<file path="config.mk">
export PLATFORM = sky130hd
export DESIGN_NAME = cpu_sequencer
export DESIGN_NICKNAME = d
export VERILOG_FILES = /design/src/rtl/cpu_sequencer.sv
export SDC_FILE = /design/constraint.sdc
export NUM_CORES = 1
export LEC_CHECK = 0
export BUFFER_PORTS_ARGS = -buffer_cell sky130_fd_sc_hd__buf_2
export CAP_MARGIN = 20
export CORE_MARGIN = 1
export CORE_UTILIZATION = 53
export CTS_BUF_LIST = sky130_fd_sc_hd__clkbuf_2
export CTS_CLUSTER_SIZE = 20
export DETAILED_ROUTE_END_ITERATION = 10
export MAX_ROUTING_LAYER = met4
export PLACE_DENSITY = 0.8
export SYNTH_ARGS = -nofsm -noshare
export SYNTH_HDL_FRONTEND = slang
export SYNTH_SLANG_ARGS = --single-unit
export TNS_END_PERCENT = 20
</file>
<file path="constraint.sdc">
create_clock -name clk -period 2.54 [get_ports clk]
set_input_delay 0.254 -clock clk [delete_from_list [all_inputs] [get_ports clk]]
set_output_delay 0.254 -clock clk [all_outputs]
set_load 0.005 [all_outputs]
</file>
<file path="src/rtl/cpu_sequencer.sv">
// Phase and run-control sequencer for the 8-phase CPU: generates the phase
// count and register-load enable, and handles run/stop/step/breakpoint halts.
module cpu_sequencer #(
  parameter int unsigned AWIDTH    = 5,
  parameter int unsigned CNT_WIDTH = 16
) (
  input  logic                 clk,
  input  logic                 rst_,
  input  logic                 start,
  input  logic                 stop,
  input  logic                 step,
  input  logic                 halt,
  input  logic [AWIDTH-1:0]    pc_addr,
  input  logic                 bkpt_en,
  input  logic [AWIDTH-1:0]    bkpt_addr,
  output logic [2:0]           phase,
  output logic                 cpu_en,
  output logic [1:0]           state,
  output logic [2:0]           halt_cause,
  output logic [CNT_WIDTH-1:0] instr_count
);

  localparam logic [1:0] S_IDLE = 2'd0;
  localparam logic [1:0] S_RUN  = 2'd1;
  localparam logic [1:0] S_STEP = 2'd2;
  localparam logic [1:0] S_HALT = 2'd3;

  localparam logic [2:0] C_NONE = 3'd0;
  localparam logic [2:0] C_HLT  = 3'd1;
  localparam logic [2:0] C_BKPT = 3'd2;
  localparam logic [2:0] C_STOP = 3'd3;
  localparam logic [2:0] C_STEP = 3'd4;

  localparam logic [2:0] PH_HLT_SAMPLE = 3'd4;
  localparam logic [2:0] PH_LAST       = 3'd7;

  logic [1:0]           state_q, state_d;
  logic [2:0]           phase_q, phase_d;
  logic [2:0]           cause_q, cause_d;
  logic [CNT_WIDTH-1:0] count_q, count_d;
  logic                 stop_pend_q, stop_pend_d;
  logic                 hlt_pend_q, hlt_pend_d;

  logic                 en_c;
  logic                 boundary_c;
  logic                 bkpt_hit_c;
  logic [2:0]           bnd_cause_c;

  // Halt decision evaluated at the instruction boundary, highest priority first
  always_comb begin
    en_c        = (state_q == S_RUN) || (state_q == S_STEP);
    boundary_c  = en_c && (phase_q == PH_LAST);
    bkpt_hit_c  = bkpt_en && (pc_addr == bkpt_addr);
    bnd_cause_c = C_NONE;
    if (hlt_pend_q) begin
      bnd_cause_c = C_HLT;
    end else if (bkpt_hit_c) begin
      bnd_cause_c = C_BKPT;
    end else if (stop_pend_q || stop) begin
      bnd_cause_c = C_STOP;
    end else if (state_q == S_STEP) begin
      bnd_cause_c = C_STEP;
    end
  end

  // Next-state logic
  always_comb begin
    state_d     = state_q;
    phase_d     = phase_q;
    cause_d     = cause_q;
    count_d     = count_q;
    stop_pend_d = stop_pend_q;
    hlt_pend_d  = hlt_pend_q;

    case (state_q)
      S_IDLE: begin
        phase_d = 3'd0;
        if (start) begin
          state_d = S_RUN;
        end else if (step) begin
          state_d = S_STEP;
        end
      end

      S_HALT: begin
        phase_d = 3'd0;
        // An HLT instruction halt is only left through reset
        if (cause_q != C_HLT) begin
          if (start) begin
            if (!stop) begin
              state_d = S_RUN;
              cause_d = C_NONE;
            end
          end else if (step) begin
            state_d = S_STEP;
            cause_d = C_NONE;
          end
        end
      end

      default: begin
        phase_d = phase_q + 3'd1;
        if (stop) begin
          stop_pend_d = 1'b1;
        end
        if (halt && (phase_q == PH_HLT_SAMPLE)) begin
          hlt_pend_d = 1'b1;
        end
        if (boundary_c) begin
          if (count_q != {CNT_WIDTH{1'b1}}) begin
            count_d = count_q + CNT_WIDTH'(1);
          end
          phase_d = 3'd0;
          if (bnd_cause_c != C_NONE) begin
            state_d     = S_HALT;
            cause_d     = bnd_cause_c;
            stop_pend_d = 1'b0;
            hlt_pend_d  = 1'b0;
          end else begin
            state_d = S_RUN;
          end
        end
      end
    endcase
  end

  always_ff @(posedge clk or negedge rst_) begin
    if (!rst_) begin
      state_q     <= S_IDLE;
      phase_q     <= 3'd0;
      cause_q     <= C_NONE;
      count_q     <= '0;
      stop_pend_q <= 1'b0;
      hlt_pend_q  <= 1'b0;
    end else begin
      state_q     <= state_d;
      phase_q     <= phase_d;
      cause_q     <= cause_d;
      count_q     <= count_d;
      stop_pend_q <= stop_pend_d;
      hlt_pend_q  <= hlt_pend_d;
    end
  end

  assign phase       = phase_q;
  assign state       = state_q;
  assign halt_cause  = cause_q;
  assign instr_count = count_q;
  // Register-load enable is a direct decode of the state register
  assign cpu_en      = (state_q == S_RUN) || (state_q == S_STEP);

endmodule

</file>
==> out/summary.txt, run 1 <==
wire per inst: 14.46 um
post-synthesis sequential area ratio: 0.4414
worst-path maximum fanout: 7
Post-CTS Resized: 0
combinational family with the most area after synthesis: simple AND/OR/NAND/NOR gates
Crit. End Element: register
Post-Route WL: 3052 um
fill count: 192
area of the multi-input gates: 789.5 um2
min Tclk post-route: 2.143 ns
top_reg_cell synth: dfrtp_1
DRT Pass-1 Iters: 4
global-route wire length before repair: 4926 um
Reg clk slew, reported paths: 0.24 ns
VDD IR max: 0.5857 mV
Tot GR Track Use: 0.2386
DRC Markers: 0
routed via count: 1,203
ys async rst share: 1.000
Max Root-Sink Buffers: 2
CTS H-tree lvls: 1
Mapped Nets: 160
WP data arrival: 2.41 ns
ANT cells: 0
via count of the first global-routing pass: 1,147
complex-gate fraction of the synthesized area: 0.1231
CP Launch Type: register
RSZ-0062 raised after global routing: false
core area: 2545 um2
initial antenna violation count: 0
most common cell after layout, fill and taps aside: buf_2
Period Utilization, post-route: 0.8439
Leak: 0.0008857 uW
CP required: 2.81 ns
CP bufs+invs: 0
Synth cell types: 45
critical path's top delay family: compound AO/OA/AOI/OAI gates
post-route ant nets: 0
area share of and/or/nand/nor cells after synthesis: 0.2419
# rows: 18
R2R Setup Slk: 0.40 ns
gr ovfl total: 0
yosys warns: 0
total power: 1286 uW
x dimension of the die: 54.74 um
FF+latch count, synth: 26
gpl congestion: 0.8247
most frequent cells in the layout: buf_2, dfrtp_1, nand2_1, xnor2_1, nand3_1
share of cells above drive strength 1: 0.3425
root buf cell: clkbuf_2
CP Class: register to register
HP Class: input pin to register
setup TNS: 0 ns
Worst Tran Pin Value: 0.5756 ns
Post-synth EDFFs: 0
Mapped Area: 1474 um2
Slew Limit Fails: 0
later-pin clock latency in the skew report: 0.36 ns
CTS sink cnt: 26
Max Cap Viol: 0
xor/xnor share of the synthesized area: 0.1010
I/O pin total: 42
critical path's slowest cell: dfrtp_1
syn_area_per_cell: 10.84 um2
Max Clock Skew: 0.01484 ns
multiplexer area fraction after synthesis: 0.01019
post-DP HPWL: 2317 um
status: completed
Nets: 206
final setup fails: 0
CTS buffer count: 3
DRT iter0 DRCs: 21
initial core utilization: 0.5792
worst path cell trace: ha_1 > ha_1 > and2_1 > nor2_4 > a2111oi_4 > o31ai_1 > a32o_1
Die Y: 54.74 um
largest net degree at the start of global routing: 27
vias per cell: 5.701
slowest stage delay, CP: 0.45 ns
Worst path most repeated cell: ha_1
Area Growth Syn to Fin: 19.69%
Rel. slew slack: 0.6163
Sequential Area: 650.6 um2
PwrDens: 729.2 nW/um2
Synth Area in Adders: 0.05942
fmax: 466.5 MHz
cell count after synthesis: 136
Die ar.: 2996 um2
CTS tree: yes
PortBufs: 41
Hold Vio Cnt, Final: 0
[flip-flops by register name, summed over array words and instances (netlist names)]
signal       flops
phase            3
stop_pend_q      1
hlt_pend_q       1
state            2
halt_cause       3
instr_count     16
[layout make-up]
| cell class | count | share of cell area |
|---|---|---|
| Multi-Input combinational cell | 103 | 0.4475 |
| Sequential cell | 26 | 0.3688 |
| Timing Repair Buffer | 43 | 0.1262 |
| Tap cell | 30 | 0.02128 |
| Clock inverter | 1 | 0.01702 |
| Inverter | 5 | 0.01064 |
| Clock buffer | 3 | 0.008511 |
[power breakdown]
group          switching, uW  leakage [uW]  total (uW)  internal (uW)
sequential              55.0      0.000346         528            473
combinational            262      0.000513         497            234
clock                    127     0.0000266         262            136
total                    444      0.000886        1290            842
[synth_stat cells, types with 2 or more instances]
master,count,share of area
a41oi_1,2,0.012
a31oi_1,2,0.0085
a21oi_1,6,0.020
nand4_1,3,0.013
nor4b_1,2,0.012
nand3_1,8,0.027
xor2_1,6,0.036
or2_2,2,0.0085
o21ai_0,2,0.0068
nand2_1,11,0.028
o31ai_1,2,0.010
and2_1,2,0.0085
nor3b_1,2,0.010
xnor2_1,11,0.065
inv_1,5,0.013
dfrtp_1,26,0.44
nor2_1,7,0.018
nor4_1,3,0.013
and3_2,2,0.010
ha_1,7,0.059
[routing by layer]
metal,GRT usage,up-vias,wire (um)
met2,0.3855,46,1460
met1,0.2990,570,1376
met3,0.03611,4,191
li1,-,583,-
met5,-,-,0
met4,0.08974,0,23
[per-stage QoR]
stage          cell area [um2]  hold slack (ns)  utilization  instances  worst slack, ns
2_1_floorplan             1474         -0.04159            -        136           0.6559
3_3_place_gp              1709           0.2727       0.6716        206           0.5981
3_5_place_dp              1709           0.2856       0.6716        206           0.4787
4_1_cts                   1764           0.1647       0.6932        211           0.4189
5_1_grt                   1764           0.1512       0.6932        211           0.2734
6_report                  1764           0.1838       0.6932        211           0.3966
[path summary, 6_finish.rpt]
kind,startpoint,cells past startpoint,to
max reg2reg,phase[0]$_DFF_PN0_,7,halt_cause[1]$_DFFE_PN0P_
min,stop,3,stop_pend_q$_DFFE_PN0P_
max,phase[0]$_DFF_PN0_,7,halt_cause[1]$_DFFE_PN0P_
min reg2reg,instr_count[4]$_DFFE_PN0P_,1,instr_count[4]$_DFFE_PN0P_
min in group asynchronous,rst_,2,instr_count[1]$_DFFE_PN0P_
max in group asynchronous,rst_,2,state[0]$_DFFE_PN0P_
[logic make-up after synthesis]
| logic type | Yosys count |
|---|---|
| AND/OR/NAND/NOR | 55 |
| flip-flops | 26 |
| AO/OA/AOI/OAI | 23 |
| XOR/XNOR | 17 |
| buffers and inverters | 7 |
| adder cells (fa/ha/maj) | 7 |
| multiplexers | 1 |
[tightest hold or removal path, stage by stage]
cell and delay (ns):
buf_2 0.12, a21oi_1 0.06, nor2_1 0.08
[what timing repair did]
item,CTS,global route
hold endpoints to repair,26,0
hold buffers,1,0
setup buffers,0,0
No activity file was read; power rests on OpenSTA's default activity.
==> run 2, diff against run 1 <==
--- a/config.mk
+++ b/config.mk
@@ -5,15 +5,16 @@
 export SDC_FILE = /design/constraint.sdc
 export NUM_CORES = 1
 export LEC_CHECK = 0
+export ABC_AREA = 1
 export BUFFER_PORTS_ARGS = -buffer_cell sky130_fd_sc_hd__buf_2
 export CAP_MARGIN = 20
 export CORE_MARGIN = 1
-export CORE_UTILIZATION = 53
+export CORE_UTILIZATION = 55
 export CTS_BUF_LIST = sky130_fd_sc_hd__clkbuf_2
 export CTS_CLUSTER_SIZE = 20
 export DETAILED_ROUTE_END_ITERATION = 10
 export MAX_ROUTING_LAYER = met4
-export PLACE_DENSITY = 0.8
+export PLACE_DENSITY = 0.81
 export SYNTH_ARGS = -nofsm -noshare
 export SYNTH_HDL_FRONTEND = slang
 export SYNTH_SLANG_ARGS = --single-unit
==> constraint.sdc (replaced) <==
create_clock -name clk -period 2 [get_ports clk]
set_input_delay 0.2 -clock clk [delete_from_list [all_inputs] [get_ports clk]]
set_output_delay 0.2 -clock clk [all_outputs]
set_load 0.005 [all_outputs]
==> out/summary.txt, run 2 <==
status: completed
I/O pin total: 42
core area: 2781 um2
Finished Core Util: 0.6860
syn_area_per_cell: 7.677 um2
vias per cell: 5.097
Synth area leaders: dfrtp_1, nand2_1, inv_1, xor2_1, nor2_1
initial core utilization: 0.5906
Logic pwr share: 0.068
Period Utilization, post-route: 0.8883
fmax: 562.9 MHz
fill count: 248
initial antenna violation count: 0
CP Class: register to register
final setup fails: 0
gr ovfl total: 0
worst-path maximum fanout: 7
CTS sink cnt: 26
routed via count: 1,478
post-DP HPWL: 2623 um
post-route ant nets: 0
max reg flops: 16
DRT iter0 DRCs: 65
# rows: 19
setup TNS: 0 ns
Leak: 0.001086 uW
ys async rst share: 1.000
Int Power: 588.4 uW
global-route wire length before repair: 5968 um
Die Y: 56.66 um
PwrDens: 403.4 nW/um2
DRC Markers: 0
Net Switching: 181.4 uW
Mapped Area: 1643 um2
CP required: 2.29 ns
share of cells above drive strength 1: 0.2432
yosys warns: 0
Yosys top cell by area: dfrtp_1
HP Class: input pin to register
synth cell count leaders: nand2_1, inv_1, dfrtp_1, nor2_1, xor2_1
x dimension of the die: 56.66 um
CTS buffer count: 3
min Tclk post-route: 1.777 ns
Tot GR Track Use: 0.2434
CP Launch Type: register
clock power share: 0.248
Slew Limit Fails: 0
most frequent cells in the layout: nand2_1, buf_2, inv_1
Mapped Nets: 238
Reg clk slew, reported paths: 0.24 ns
cell count after synthesis: 214
via count of the first global-routing pass: 1,376
CTS H-tree lvls: 1
Nets: 285
Max Clock Skew: 0.02285 ns
most common cell after layout, fill and taps aside: nand2_1
FF+latch count, synth: 26
sequential power share: 0.684
Max Cap Viol: 0
Hold Vio Cnt, Final: 0
VDD IR max: 0.4863 mV
Rel. slew slack: 0.6036
Post-synth EDFFs: 0
Sw Share: 0.2356
later-pin clock latency in the skew report: 0.35 ns
Die ar.: 3210 um2
DRT Pass-1 Iters: 4
Post-Route WL: 3456 um
Max Root-Sink Buffers: 2
PortBufs: 41
Synth cell types: 25
most frequent cell after synthesis: nand2_1
ANT cells: 0
post-synth top area share: 0.3960
Crit. End Element: register
gpl congestion: 0.8656
Area Growth Syn to Fin: 16.15%
WP data arrival: 2.07 ns
top_reg_cell synth: dfrtp_1
RSZ-0062 raised after global routing: false
root buf cell: clkbuf_2
wire per inst: 11.92 um
post-synthesis sequential area ratio: 0.3960
largest net degree at the start of global routing: 27
Worst Tran Pin Value: 0.5946 ns
CTS tree: yes
run 2: cell count changes in the layout (fill, tap and decap cells not counted), sizes merged, moves of 3 or more:
| cell | previous run | this run |
|---|---|---|
| nor4 | 4 | 0 |
| inv | 5 | 33 |
| and3 | 3 | 0 |
| nor2 | 8 | 28 |
| nand3 | 9 | 14 |
| xor2 | 6 | 14 |
| o21ai | 2 | 8 |
| nor3 | 2 | 8 |
| nand2 | 11 | 61 |
| xnor2 | 11 | 0 |
run 2: cells by family (layout without fill, tap and decap cells):
| group | Yosys count | count (layout) | share of synthesized area |
|---|---|---|---|
| AO/OA/AOI/OAI | 14 | 14 | 0.05559 |
| AND/OR/NAND/NOR | 118 | 118 | 0.3214 |
| flip-flops | 26 | 26 | 0.3960 |
| adder cells (fa/ha/maj) | 7 | 7 | 0.05331 |
| XOR/XNOR | 14 | 14 | 0.07921 |
| buffers and inverters | 35 | 80 | 0.09444 |
run 2: final cells by class:
type,count,area [um2],area share
Multi-Input combinational cell,153,849.6,0.4452
Sequential cell,26,650.6,0.3410
Timing Repair Buffer,44,230.2,0.1207
Inverter,33,123.9,0.06492
Tap cell,31,38.79,0.02033
Clock buffer,3,15.01,0.007869
run 2: worst paths after layout:
kind                                 startpoint                     endpoint  slack [ns]  cells after the start
setup / recovery           state[1]$_DFFE_PN0P_    halt_cause[0]$_DFFE_PN0P_        0.22                      9
hold / removal                             step         state[0]$_DFFE_PN0P_        0.16                      4
setup reg to reg           state[1]$_DFFE_PN0P_    halt_cause[0]$_DFFE_PN0P_        0.22                      9
hold reg to reg              phase[0]$_DFF_PN0_           phase[0]$_DFF_PN0_        0.49                      1
max in group asynchronous                  rst_   instr_count[0]$_DFFE_PN0P_        1.25                      2
min in group asynchronous                  rst_  instr_count[14]$_DFFE_PN0P_        0.33                      2
run 2: critical path: stages (launching register included):
cell and delay [ns]:
dfrtp_1 0.44, inv_1 0.09, ha_4 0.31, nand2_1 0.10, a21oi_1 0.17, o31ai_1 0.10
nor2_1 0.24, nand2_1 0.13, nand2_1 0.08, nand2_1 0.05
run 2: what timing repair did:
| item | in CTS | in global routing |
|---|---|---|
| hold buffers | 1 | 0 |
| setup buffers | 0 | 2 |
| hold endpoints to repair | 26 | 0 |
| endpoints found under the setup margin | 0 | 4 |
| resized for setup | 0 | 2 |
run 2: per-layer routing:
| metal | track usage | share of wire | routed length (um) |
|---|---|---|---|
| met5 | - | 0 | 0 |
| met1 | 0.3283 | 0.48 | 1662 |
| met4 | 0.03833 | 0.0067 | 23 |
| met3 | 0.05300 | 0.044 | 152 |
| met2 | 0.3866 | 0.47 | 1617 |
run 2: per-stage QoR:
stage | setup WS, ns | area [um2] | cells | total power (uW) | hold WS (ns)
5_1_grt | 0.07481 | 1908 | 290 | 799.9 | 0.1807
4_1_cts | 0.1828 | 1881 | 288 | 777.4 | 0.1331
2_1_floorplan | 0.3892 | 1643 | 214 | 555.2 | -0.09559
3_5_place_dp | 0.2097 | 1856 | 284 | 586.7 | 0.2366
6_report | 0.2234 | 1908 | 290 | 769.8 | 0.1614
3_3_place_gp | 0.2200 | 1856 | 284 | 585.2 | 0.2299
run 2: power groups by stage:
| stage | combinational (uW) | clock, uW | sequential [uW] |
|---|---|---|---|
| floorplan | 19.4 | 0 | 536 |
| global placement | 49.6 | 0 | 536 |
| detailed placement | 51.1 | 0 | 536 |
| CTS | 52.7 | 198 | 527 |
| global route | 62.1 | 211 | 527 |
| finish | 52.1 | 191 | 527 |
==> run 3, diff against run 2 <==
--- a/config.mk
+++ b/config.mk
@@ -15,6 +15,7 @@
 export DETAILED_ROUTE_END_ITERATION = 10
 export MAX_ROUTING_LAYER = met4
 export PLACE_DENSITY = 0.81
+export SETUP_SLACK_MARGIN = 0.4
 export SYNTH_ARGS = -nofsm -noshare
 export SYNTH_HDL_FRONTEND = slang
 export SYNTH_SLANG_ARGS = --single-unit
==> out/summary.txt, run 3 (synthesis results as in run 2) <==
fill count: 202
most common cell after layout, fill and taps aside: nand2_1
DRT iter0 DRCs: 42
global-route wire length before repair: 6085 um
DRC Markers: 0
Tot GR Track Use: 0.2481
area of the multi-input gates: 887.1 um2
Die Y: 56.66 um
Crit. End Element: register
initial antenna violation count: 0
Leak: 0.001155 uW
post-DP HPWL: 2456 um
slowest stage delay, CP: 0.43 ns
share of cells above drive strength 1: 0.3148
Worst Tran Pin Value: 0.5788 ns
critical path's slowest cell: dfrtp_1
critical path's top delay family: simple AND/OR/NAND/NOR gates
Nets: 296
RSZ-0062 raised after global routing: true
CP Launch Type: register
VDD IR max: 0.3850 mV
WP data arrival: 1.89 ns
setup TNS: 0 ns
Post-Layout Cell Count: 301
gr ovfl total: 0
initial core utilization: 0.5906
Period Utilization, post-route: 0.8030
core area: 2781 um2
Rel. slew slack: 0.6141
PortBufs: 41
status: completed
Max Cap Viol: 0
worst-path maximum fanout: 4
Slew Limit Fails: 0
via count of the first global-routing pass: 1,431
Max Root-Sink Buffers: 2
most frequent cells in the layout: nand2_1, buf_2, inv_1
CTS tree: yes
fmax: 622.7 MHz
largest net degree at the start of global routing: 27
Die ar.: 3210 um2
CTS H-tree lvls: 1
gpl congestion: 0.8581
vias per cell: 5.166
CTS sink cnt: 26
Sequential Area: 650.6 um2
total power: 771.2 uW
max reg flops: 16
ANT cells: 0
area post-placement: 1868 um2
Finished Core Util: 0.7382
wire per inst: 11.85 um
root buf cell: clkbuf_2
CP Class: register to register
Worst path most repeated cell: nand2_1
Reg clk slew, reported paths: 0.24 ns
min Tclk post-route: 1.606 ns
DRT Pass-1 Iters: 4
later-pin clock latency in the skew report: 0.36 ns
final setup fails: 0
Post-Route WL: 3568 um
Max Clock Skew: 0.01856 ns
final instance area: 2053 um2
CP bufs+invs: 1
x dimension of the die: 56.66 um
Area Growth Syn to Fin: 24.98%
HP Class: input pin to register
Hold Vio Cnt, Final: 0
CP required: 2.29 ns
CTS buffer count: 3
worst path cell trace: inv_2 > ha_4 > nand2_4 > a21oi_2 > o31ai_1 > nor2_1 > nand2_1 > nand2_1 > nand2_1
dpl cells: 284
I/O pin total: 42
post-route ant nets: 0
# rows: 19
routed via count: 1,555
PwrDens: 375.6 nW/um2
run 3: cell count changes in the layout (fill, tap and decap cells not counted), moves of 2 or more:
cell | previous run | this run
buf_12 | 0 | 2
buf_4 | 2 | 11
ha_1 | 6 | 3
ha_2 | 0 | 2
inv_1 | 32 | 28
inv_2 | 1 | 5
run 3: power breakdown:
part / switching, uW / total, uW / internal, uW
Sequential: 0 / 527 / 527
Clock: 151 / 192 / 40.8
Combinational: 31.8 / 52.7 / 20.9
run 3: final timing paths:
kind	endpoint	cells after the start	start	slack, ns
max	halt_cause[0]$_DFFE_PN0P_	9	state[1]$_DFFE_PN0P_	0.39
min	state[0]$_DFFE_PN0P_	4	step	0.11
max reg2reg	halt_cause[0]$_DFFE_PN0P_	9	state[1]$_DFFE_PN0P_	0.39
min reg2reg	instr_count[4]$_DFFE_PN0P_	1	instr_count[4]$_DFFE_PN0P_	0.53
max in group asynchronous	instr_count[0]$_DFFE_PN0P_	2	rst_	1.27
min in group asynchronous	phase[1]$_DFF_PN0_	2	rst_	0.33
run 3: tightest hold or removal path, delay by kind of cell:
kind            cells  cell delay [ns]
compound gates      1             0.07
buf+inv             1             0.11
simple gates        2             0.09
run 3: area by class of cell:
class / count / area share
tap: 31 / 0.01889
timing repair buffer: 55 / 0.1645
clock buffer: 3 / 0.007313
inverter: 33 / 0.06033
multi-input combinational: 153 / 0.4321
sequential: 26 / 0.3169
run 3: routing by layer:
metal	track usage	share of wire	up-vias
met3	0.02765	0.048	5
met5	-	0	-
li1	-	-	779
met4	0.07317	0.012	0
met1	0.3445	0.47	720
met2	0.3866	0.47	51
run 3: metrics by stage:
stage	worst slack (ns)	hold slack (ns)
3_5_place_dp	0.3378	0.2260
5_1_grt	0.2811	0.09818
2_1_floorplan	0.4754	-0.09559
6_report	0.3940	0.1108
4_1_cts	0.3958	0.1241
3_3_place_gp	0.3376	0.2303
run 3: timing repair:
action | CTS | global route
gates resized for setup | 4 | 10
endpoints found under the setup margin | 12 | 14
buffers inserted | 8 | 5
endpoints found under the hold margin | 26 | 0
pin swaps | 4 | 5
hold buffers | 1 | 0
